[src/rtl/pmem_arbiter.sv]
// Two-port physical-memory arbiter: I-cache and D-cache miss paths share one pmem port.
// Optional macro PMEM_ARB_ROUND_ROBIN_EN swaps fixed D-priority for last-grant round robin.
module pmem_arbiter #(
    parameter int ADDR_WIDTH = 16,
    parameter int LINE_WIDTH = 128
) (
    input  logic                  clk,
    input  logic                  rst_n,
    input  logic                  i_pmem_read,
    input  logic [ADDR_WIDTH-1:0] i_pmem_address,
    output logic [LINE_WIDTH-1:0] i_pmem_rdata,
    output logic                  i_pmem_resp,
    input  logic                  d_pmem_read,
    input  logic                  d_pmem_write,
    input  logic [ADDR_WIDTH-1:0] d_pmem_address,
    input  logic [LINE_WIDTH-1:0] d_pmem_wdata,
    output logic [LINE_WIDTH-1:0] d_pmem_rdata,
    output logic                  d_pmem_resp,
    output logic                  pmem_read,
    output logic                  pmem_write,
    output logic [ADDR_WIDTH-1:0] pmem_address,
    output logic [LINE_WIDTH-1:0] pmem_wdata,
    input  logic [LINE_WIDTH-1:0] pmem_rdata,
    input  logic                  pmem_resp
);

    typedef enum logic [1:0] {
        s_idle,
        s_serve_i,
        s_serve_d
    } state_e;

    state_e state_q, state_d;
    logic   d_req;
    logic   grant_i, grant_d;

    assign d_req = d_pmem_read | d_pmem_write;

`ifdef PMEM_ARB_ROUND_ROBIN_EN
    // 0 = I-cache won last, 1 = D-cache won last
    logic last_grant;

    always_ff @(posedge clk or negedge rst_n) begin
        if (!rst_n)       last_grant <= 1'b0;
        else if (grant_d) last_grant <= 1'b1;
        else if (grant_i) last_grant <= 1'b0;
    end
`endif

    always_comb begin
        state_d = state_q;
        grant_i = 1'b0;
        grant_d = 1'b0;
        case (state_q)
            s_idle: begin
`ifdef PMEM_ARB_ROUND_ROBIN_EN
                if (d_req && i_pmem_read) begin
                    grant_d = ~last_grant;
                    grant_i = last_grant;
                end else begin
                    grant_d = d_req;
                    grant_i = i_pmem_read;
                end
`else
                grant_d = d_req;
                grant_i = i_pmem_read & ~d_req;
`endif
                if (grant_d)      state_d = s_serve_d;
                else if (grant_i) state_d = s_serve_i;
            end
            s_serve_i, s_serve_d: begin
                if (pmem_resp) state_d = s_idle;
            end
            default: state_d = s_idle;
        endcase
    end

    always_ff @(posedge clk or negedge rst_n) begin
        if (!rst_n) state_q <= s_idle;
        else        state_q <= state_d;
    end

    // Command is captured once at grant; requester inputs are ignored while serving.
    always_ff @(posedge clk or negedge rst_n) begin
        if (!rst_n) begin
            pmem_read    <= 1'b0;
            pmem_write   <= 1'b0;
            pmem_address <= '0;
            pmem_wdata   <= '0;
        end else if (grant_d) begin
            pmem_address <= d_pmem_address;
            pmem_wdata   <= d_pmem_wdata;
            pmem_write   <= d_pmem_write;
            pmem_read    <= ~d_pmem_write;
        end else if (grant_i) begin
            pmem_address <= i_pmem_address;
            pmem_write   <= 1'b0;
            pmem_read    <= 1'b1;
        end else if (state_q != s_idle && pmem_resp) begin
            pmem_read    <= 1'b0;
            pmem_write   <= 1'b0;
        end
    end

    assign i_pmem_resp  = (state_q == s_serve_i) & pmem_resp;
    assign d_pmem_resp  = (state_q == s_serve_d) & pmem_resp;
    assign i_pmem_rdata = pmem_rdata;
    assign d_pmem_rdata = pmem_rdata;

endmodule

[config.mk]
export PLATFORM = sky130hd
export DESIGN_NAME = pmem_arbiter
export DESIGN_NICKNAME = d
export VERILOG_FILES = /design/src/rtl/pmem_arbiter.sv
export SDC_FILE = /design/constraint.sdc
export NUM_CORES = 1
export LEC_CHECK = 0
export ABC_AREA = 1
export ABC_CLOCK_PERIOD_IN_PS = 2600
export CELL_PAD_IN_SITES_DETAIL_PLACEMENT = 1
export CELL_PAD_IN_SITES_GLOBAL_PLACEMENT = 2
export CORE_AREA = 2 2 269 271
export CTS_CLUSTER_DIAMETER = 30
export DETAILED_ROUTE_END_ITERATION = 8
export DIE_AREA = 0 0 271 273
export GPL_TIMING_DRIVEN = 0
export HOLD_SLACK_MARGIN = 0.1
export PLACE_DENSITY_LB_ADDON = 0.1
export SLEW_MARGIN = 20
export SYNTH_ARGS = -nofsm -noshare
export SYNTH_HDL_FRONTEND = slang
export SYNTH_SLANG_ARGS = --single-unit
[constraint.sdc]
create_clock -name clk -period 2.6 [get_ports clk]
set_input_delay 0.39 -clock clk [delete_from_list [all_inputs] [get_ports clk]]
set_output_delay 0.39 -clock clk [all_outputs]
set_load 0.01 [all_outputs]
# Word-level counts from Yosys, hierarchy flattened
# Index checks and enable logic that the tools add are counted.
totals:
  output_inout_bits: 404
  input_bits: 294
  elab_cells: 35
  register_bits: 148
classes:
  n_bitwise: 6
  n_eq_ne: 4
  mux: 13
  n_reduce_logical: 7
op_table:
  columns: ["cell", "count"]
  rows:
  - ["two-way mux 16 bit", 2]
  - ["two-way mux 1 bit", 7]
  - ["two-way mux 2 bit", 3]
  - ["one-hot mux 2 bit (2 select lines)", 1]
  - ["nonzero test 2 bit", 2]
  - ["AND 1 bit", 3]
  - ["!= test 3 bit, second input constant", 1]
  - ["nonzero test 3 bit", 1]
  - ["equality test 2 x 1 -> 1 bit, second input constant", 1]
  - ["equality test 2 bit, second input constant", 1]
  - ["logical NOT 2 bit", 1]
  - ["!= test 2 bit, second input constant", 1]
  - ["NOT 1 bit", 2]
  - ["AND reduction 2 bit", 1]
  - ["OR reduction 2 bit", 1]
  - ["logical AND 1 bit", 1]
  - ["OR 1 bit", 1]

# Logic depth before layout (Yosys ltp)
# Gate-level depths: netlist (run 1).
depth:
  depth_word: 6
  mapped_depth: 8
  ltp_nobuf: 7

# Worst setup path before layout (run 1)
# OpenSTA, ideal clock, no wires.
synth_path:
  path_type: "register to register"
  startpoint: "register state_q[0]"
  endpoint: "register pmem_address[10]"
  setup_ns: 0.117
  synth_period_minus_slack_ns: 1.410
  path_stages_with_launch: 8
  t_arrival_ns: 1.292
  n_path_buf: 2
  slack_ns: 1.190
  t_required_ns: 2.483
  cell_sequence: "dfrtp_1 > inv_1 > ha_1 > buf_2 > buf_2 > nand3_1 > nand3_1 > nand2_1"
synth_between:
  elab_chain_cells: 3
  word_cells_on_any_way: 5
  cone_classes: "mux (3); reduce/logical (2)"
synth_lines:
  columns: ["item", "line", "text"]
  rows:
  - ["start, declared", "33", "state_e state_q, state_d;"]
  - ["start signal, assigned", "79", "if (!rst_n) state_q <= s_idle;"]
  - ["start signal, assigned", "80", "else state_q <= state_d;"]
  - ["logical NOT 2 bit *", "54", "case (state_q)"]
  - ["two-way mux 1 bit", "54", null]
  - ["two-way mux 16 bit / nonzero test 2 bit (equally long branches)", null, null]
  - ["end signal, assigned", "91", "pmem_address <= d_pmem_address;"]
  - ["end signal, assigned", "96", "pmem_address <= i_pmem_address;"]
  - ["end, declared", "21", "output logic [ADDR_WIDTH-1:0] pmem_address,"]
# Every way passes the cells marked *; elsewhere a longest branch is shown, timed or not.
# A chain may end at the register's enable or synchronous reset.

# Worst setup path in the final report (run 1)
layout_path:
  startpoint: "register state_q[0]"
  endpoint: "output port d_pmem_resp"
layout_between:
  elab_chain_cells: 2
layout_lines:
  columns: ["item", "line", "text"]
  rows:
  - ["equality test 2 bit", "106", "assign d_pmem_resp = (state_q == s_serve_d) & pmem_resp;"]
  - ["AND 1 bit", "106", null]
  - ["end, declared", "18", "output logic d_pmem_resp,"]
# Every way passes these cells.

==> out/qor.csv, run 1 <==
stage,metric,value,unit
timing,number of endpoints failing setup at the final stage,0,
routing,via-per-instance ratio,3.130,
cts,Max Root-Sink Buffers,2,
routing,drt first pass iters,7,
critical_path,kind of start point of the critical path,flip-flop,
power_and_ir_drop,leakage component of the power,0.007284,µW
cts,worst-skew pair later-pin latency,0.47,ns
cts,clock buffer count from CTS,17,
timing,PnR worst setup slack,0.4249,ns
logic_synthesis,number of distinct library cells after synthesis,15,
die,I/O pin cnt,698,
timing,final setup skew,0.009326,ns
layout,most frequent standard cell in the layout excluding fill and tap cells,clkdlybuf4s50_1,
routing,top sig layer,met5,
logic_synthesis,leading cell types by total area after synthesis,"dfrtp_1 47%, buf_4 24%, nand2_1 21%, nand3_1 2.2%, inv_1 2.0%",
timing,crit path time final,2.175,ns
global_route,initial antenna violation count,13,
power_and_ir_drop,power per standard cell area,874.9,nW/µm²
timing,fraction of the cycle the final worst path needs,83.66,%
logic_synthesis,number of synthesized register bits,148,
critical_path,startpoint of the worst-slack reg-to-reg timing path,state_q[0],
routing,routed length on met3,4.137,mm
layout,most frequent cells in the layout,"568 x clkdlybuf4s50_1, 448 x nand2_1, 257 x buf_4",
logic_synthesis,share of the synthesized area in the top cell type,46.97,%
logic_synthesis,number of warnings issued by yosys,0,
routing,count of antenna-violating nets left after detailed routing,0,
critical_path,element type at the critical path end,output port,
critical_path,"Data required, critical path",2.21,ns
layout,layout cells sized above 1,20.19,%
routing,drt first-iter violations,159,
placed_design,Placed Area,14830,µm²
global_route,pin count of the biggest net entering global routing,73,
die,x dimension of the die,271,µm
cts,clk slew on worst S/H paths,0.07,ns
routing,wire length per cell,16.28,µm
critical_path,cell type of the slowest stage on the worst timing path,clkdlybuf4s50_1,
placed_design,Final HPWL DP,33.35,mm
timing,Pins Over Slew Limit,0,
layout,Layout Area Growth over Synthesis,95.67,%
run_status,run status,completed,
critical_path,Critical Path Most Common Cell,inv_1,
routing,wire length on met1,14.83,mm
critical_path,critical path startpoint,state_q[0],
cts,TritonCTS clock tree,yes,
critical_path,maximum cell stage delay along the critical path,0.56,ns
die,Starting Density,11.11,%
logic_synthesis,mapped cell area,7885,µm²
die,die footprint,73980,µm²
logic_synthesis,Post-Syn Nets,1268,
die,Die Span Y,273,µm
routing,number of vias after detailed routing,7917,
die,Floorplan Core Area,71000,µm²
critical_path,chain of cells forming the critical path,inv_1 -> ha_1 -> nand2_1 -> inv_1 -> clkdlybuf4s50_1,
layout,Final nets,1859,
logic_synthesis,mean instance size in the synthesized netlist,8.121,µm²
placed_design,routability-driven placement congestion ratio,0.7102,
timing,setup repair after global routing missed its margin,false,
cts,cell at the root of the clock tree,clkbuf_16,
hold_path,worst hold path type,input port to asynchronous set/reset pin,
timing,Final Hold Vio Count,0,
cts,count of cells resized by post-cts repair,0,
layout,"final std cell area, no fill",15430,µm²
critical_path,Crit Path Max Fanout,3,
global_route,first-pass GRT wire length,58.15,mm
routing,final routed DRC violation total,0,
timing,maximum clock frequency,459.8,MHz
logic_synthesis,sequential area share after synthesis,46.97,%
critical_path,arrival time at the worst endpoint,1.79,ns
placed_design,worst slack after detailed placement,-0.08273,ns
cts,sinks on the clock net,148,
critical_path,length in cells of the worst reg-to-reg path,8,
power_and_ir_drop,Power Total,13500,µW
critical_path,Critical Setup Path Class,flip-flop to output port,
placed_design,count of buffers from port buffering,569,
critical_path,reg2reg end,pmem_wdata[76],
global_route,GRT Resource Usage Total,10.84,%
cts,CTS H-tree depth,4,
routing,Met2 Routed Length,21.64,mm
global_route,total global routing overflow,0,
power_and_ir_drop,peak supply drop,0.4735,mV
logic_synthesis,cell type contributing the most total cell area after synthesis,dfrtp_1,
timing,worst-margin pin slew,0.6639,ns
timing,Worst slew margin,55.74,%
global_route,number of global-route vias before repair,8448,
flow_run,Maximum Capacitance Violations,0,
logic_synthesis,cell count after synthesis,971,
critical_path,worst reg-to-reg setup slack,0.52,ns
die,number of placement rows,98,
routing,Final Routed Wirelength,41.16,mm
## metrics by stage
| stage | util, % | std cells | setup TNS, ns | hold slack (ns) |
|---|---|---|---|---|
| floorplan | - | 971 | 0 | 0.09441 |
| global placement | 20.80 | 2490 | -1021.48 | 0.4593 |
| detailed placement | 20.89 | 2492 | -1.208 | 0.2211 |
| CTS | 21.72 | 2525 | 0 | 0.2517 |
| global route | 21.72 | 2525 | 0 | 0.2820 |
| finish | 21.73 | 2529 | 0 | 0.3125 |
## logic make-up (layout without fill, tap and decap cells)
kind of cell               count (synthesis)  count (layout)  synth area share [%]
and+or+nand+nor                          485             485                 23.69
DFF                                      148             148                 46.97
buffers and inverters                    332             936                 28.44
adders and majority gates                  3               3                0.4761
other                                      0               4                     0
AOI/OAI and AO/OA                          3               3                0.4285
## registers in the layout, indices dropped and copies added, names as in the netlist
| signal | cells |
|---|---|
| state_q | 2 |
| pmem_address | 16 |
| pmem_wdata | 128 |
| pmem_write | 1 |
| pmem_read | 1 |
## area by class of cell
type | count | area (µm²)
Multi-Input combinational cell | 491 | 1939
Antenna cell | 4 | 10.01
Buffer | 290 | 2085
Tap cell | 950 | 1189
Inverter | 42 | 157.7
Timing Repair Buffer | 572 | 5766
Fill cell | 8285 | 55570
Clock inverter | 10 | 125.1
Clock buffer | 22 | 454.2
Sequential cell | 148 | 3704
## metal layers
metal	vias up	GRT usage (%)
met3	42	5.544
met4	16	2.835
met2	323	19.59
li1	3844	-
met1	3692	10.97
met5	-	0
## worst max path at each step
stage,endpoint,cells past startpoint
floorplan,pmem_address[10],7
global placement,pmem_wdata[125],1
detailed placement,pmem_address[14],6
CTS,d_pmem_resp,5
global route,pmem_wdata[96],8
finish,d_pmem_resp,5
## synth_stat cells
cell      count
nand2_2       1
nand2_1     448
buf_2        25
o21ai_2       1
a21oi_2       1
nand3_1      34
o21ai_4       1
buf_4       257
ha_1          3
clkbuf_1      8
inv_2         1
nor2_1        1
dfrtp_1     148
inv_1        41
nand4_1       1
## report_power, final
| group | internal (µW) | switching (µW) | leakage, µW |
|---|---|---|---|
| logic | 3420 | 3440 | 0.00521 |
| registers | 3440 | 603 | 0.00181 |
| clock network | 1450 | 1150 | 0.000268 |
## critical path, delay by kind of cell, from the launching register on
family,cells,cell delay [ns]
adder cells (fa/ha/maj),1,0.15
AND/OR/NAND/NOR,1,0.05
buffers and inverters,3,0.71
flip-flops,1,0.40
## what timing repair did
item                      4_1_cts  5_1_grt
buffers inserted                0        0
hold endpoints to repair      148        0
hold buffers                    1        0
Note: power is estimated with default switching activity, not from simulation.
==> inputs of run 2 (changes only) <==
- ABC_CLOCK_PERIOD_IN_PS: 2600 -> 2200
- clock period: 2.6 -> 2.2 ns (I/O delays scaled with it)
==> run 2 against run 1 <==
Design area about the same; highest routed layer unchanged; wire length hardly changed; clock power up 18%; combinational power increased by 18%; flip-flop and latch count did not move; die area stayed put; via count about the same.
==> out/qor.csv, run 2 (same netlist as run 1, synthesis figures left out) <==
stage,metric,value,unit
die,Die Span Y,273,µm
critical_path,Critical Setup Path Class,flip-flop to flip-flop,
timing,Pins Over Slew Limit,0,
power_and_ir_drop,Power Total,15960,µW
timing,maximum clock frequency,516.6,MHz
critical_path,"Data required, critical path",2.61,ns
die,die footprint,73980,µm²
power_and_ir_drop,leakage component of the power,0.007322,µW
routing,via-per-instance ratio,3.132,
critical_path,chain of cells forming the critical path,inv_1 -> ha_1 -> o21ai_4 -> inv_2 -> buf_2 -> buf_2 -> nand2_1 -> nand2_1,
timing,number of endpoints failing setup at the final stage,0,
critical_path,cell type of the slowest stage on the worst timing path,dfrtp_1,
layout,most frequent cells in the layout,"566 x clkdlybuf4s50_1, 448 x nand2_1, 258 x buf_4",
run_status,run status,completed,
critical_path,kind of start point of the critical path,flip-flop,
critical_path,Crit Path Max Fanout,10,
global_route,first-pass GRT wire length,58.15,mm
timing,setup_tns,0,ns
placed_design,count of buffers from port buffering,569,
layout,layout cells sized above 1,20.25,%
global_route,GRT Resource Usage Total,10.84,%
global_route,met3 Usage GRT,5.544,%
die,Starting Density,11.11,%
critical_path,element type at the critical path end,flip-flop,
placed_design,Final HPWL DP,33.35,mm
cts,worst-skew pair later-pin latency,0.47,ns
timing,crit path time final,1.936,ns
timing,Worst slew margin,59.08,%
cts,CTS H-tree depth,4,
layout,top register by number of flip-flops,pmem_wdata,
routing,drt first-iter violations,160,
global_route,pin count of the biggest net entering global routing,73,
routing,count of antenna-violating nets left after detailed routing,0,
timing,final setup skew,0.008082,ns
global_route,number of global-route vias before repair,8448,
power_and_ir_drop,peak supply drop,0.5592,mV
cts,clock buffer count from CTS,17,
global_route,most heavily used metal layer in global routing,met2,
global_route,met2 usage in global routing,19.59,%
routing,drt first pass iters,7,
timing,setup repair after global routing missed its margin,false,
die,Floorplan Core Area,71000,µm²
layout,most frequent standard cell in the layout excluding fill and tap cells,clkdlybuf4s50_1,
routing,Final Routed Wirelength,41.16,mm
cts,setup repair bufs after CTS,0,
die,x dimension of the die,271,µm
critical_path,Top delay family on crit path,buffers and inverters,
critical_path,total buffers and inverters traversed by the critical path,4,
timing,worst slack on hold paths,0.2529,ns
cts,TritonCTS clock tree,yes,
placed_design,routability-driven placement congestion ratio,0.7102,
routing,final routed DRC violation total,0,
layout,flip-flop count of the largest register after layout,128,
global_route,met1 track utilization from global routing,10.97,%
timing,Final Hold Vio Count,0,
timing,worst-margin pin slew,0.6115,ns
layout,Layout Area Growth over Synthesis,95.81,%
global_route,total global routing overflow,0,
routing,wire length per cell,16.28,µm
die,number of placement rows,98,
power_and_ir_drop,power per standard cell area,1034,nW/µm²
cts,cell at the root of the clock tree,clkbuf_16,
hold_path,worst hold path type,input port to asynchronous set/reset pin,
cts,Max Root-Sink Buffers,2,
critical_path,arrival time at the worst endpoint,2.34,ns
layout,Largest regs,"pmem_wdata x128, pmem_address x16, state_q x2",
cts,clk slew on worst S/H paths,0.07,ns
routing,number of vias after detailed routing,7920,
timing,fraction of the cycle the final worst path needs,87.98,%
flow_run,Maximum Capacitance Violations,0,
die,I/O pin cnt,698,
global_route,initial antenna violation count,13,
cts,sinks on the clock net,148,
critical_path,maximum cell stage delay along the critical path,0.41,ns
layout,Final nets,1859,
run 2: changes by cell type in the layout (fill, tap and decap cells not counted), sizes merged:
cell / change
clkbuf: +1
buf: -1
dlymetal6s2s: +2
clkdlybuf4s50: -2
run 2: path summary, 6_finish.rpt:
kind	start	end	slack (ns)	cells past startpoint
setup / recovery	state_q[0]	pmem_wdata[109]	0.26	8
hold / removal	rst_n	pmem_wdata[24]	0.25	2
setup reg to reg	state_q[0]	pmem_wdata[109]	0.26	8
hold reg to reg	pmem_write	pmem_write	0.48	2
max in group asynchronous	rst_n	pmem_address[4]	1.28	3
min in group clk	d_pmem_wdata[34]	pmem_wdata[34]	0.38	3
run 2: power breakdown:
part	leakage, µW	internal (µW)	switching, µW
registers	0.00181	4060	712
logic	0.00525	4050	4070
clock network	0.000268	1710	1370
total	0.00732	9820	6140
run 2: stage by stage:
stage	cell area [µm²]	setup slack (ns)	instances	utilization (%)
final	15440	0.2644	2529	21.75
after global routing	15430	0.001209	2525	21.73
after CTS	15420	0.004632	2525	21.72
after detailed placement	14830	-0.4227	2492	20.89
after global placement	14770	-7.272	2490	20.80
after floorplan	7885	0.7903	971	-
run 2: layout make-up:
| cell class | count | area, µm² |
|---|---|---|
| antenna | 4 | 10.01 |
| buffer | 290 | 2091 |
| clock buffer | 22 | 454.2 |
| clock inverter | 10 | 125.1 |
| fill | 8286 | 55560 |
| inverter | 42 | 157.7 |
| multi-input combinational | 491 | 1939 |
| sequential | 148 | 3704 |
| tap | 950 | 1189 |
| timing repair buffer | 572 | 5771 |
run 2: per-layer routing:
layer	up-vias	share of wire, %
met4	16	1.1
met2	323	53
met3	42	10
li1	3843	-
met1	3696	36
met5	-	0.25
run 2: repair_timing:
item | in CTS | in global routing
hold buffers | 1 | 0
pin swaps | 0 | 0
endpoints found under the setup margin | 11 | 5
hold endpoints to repair | 148 | 0
resized for setup | 1 | 5
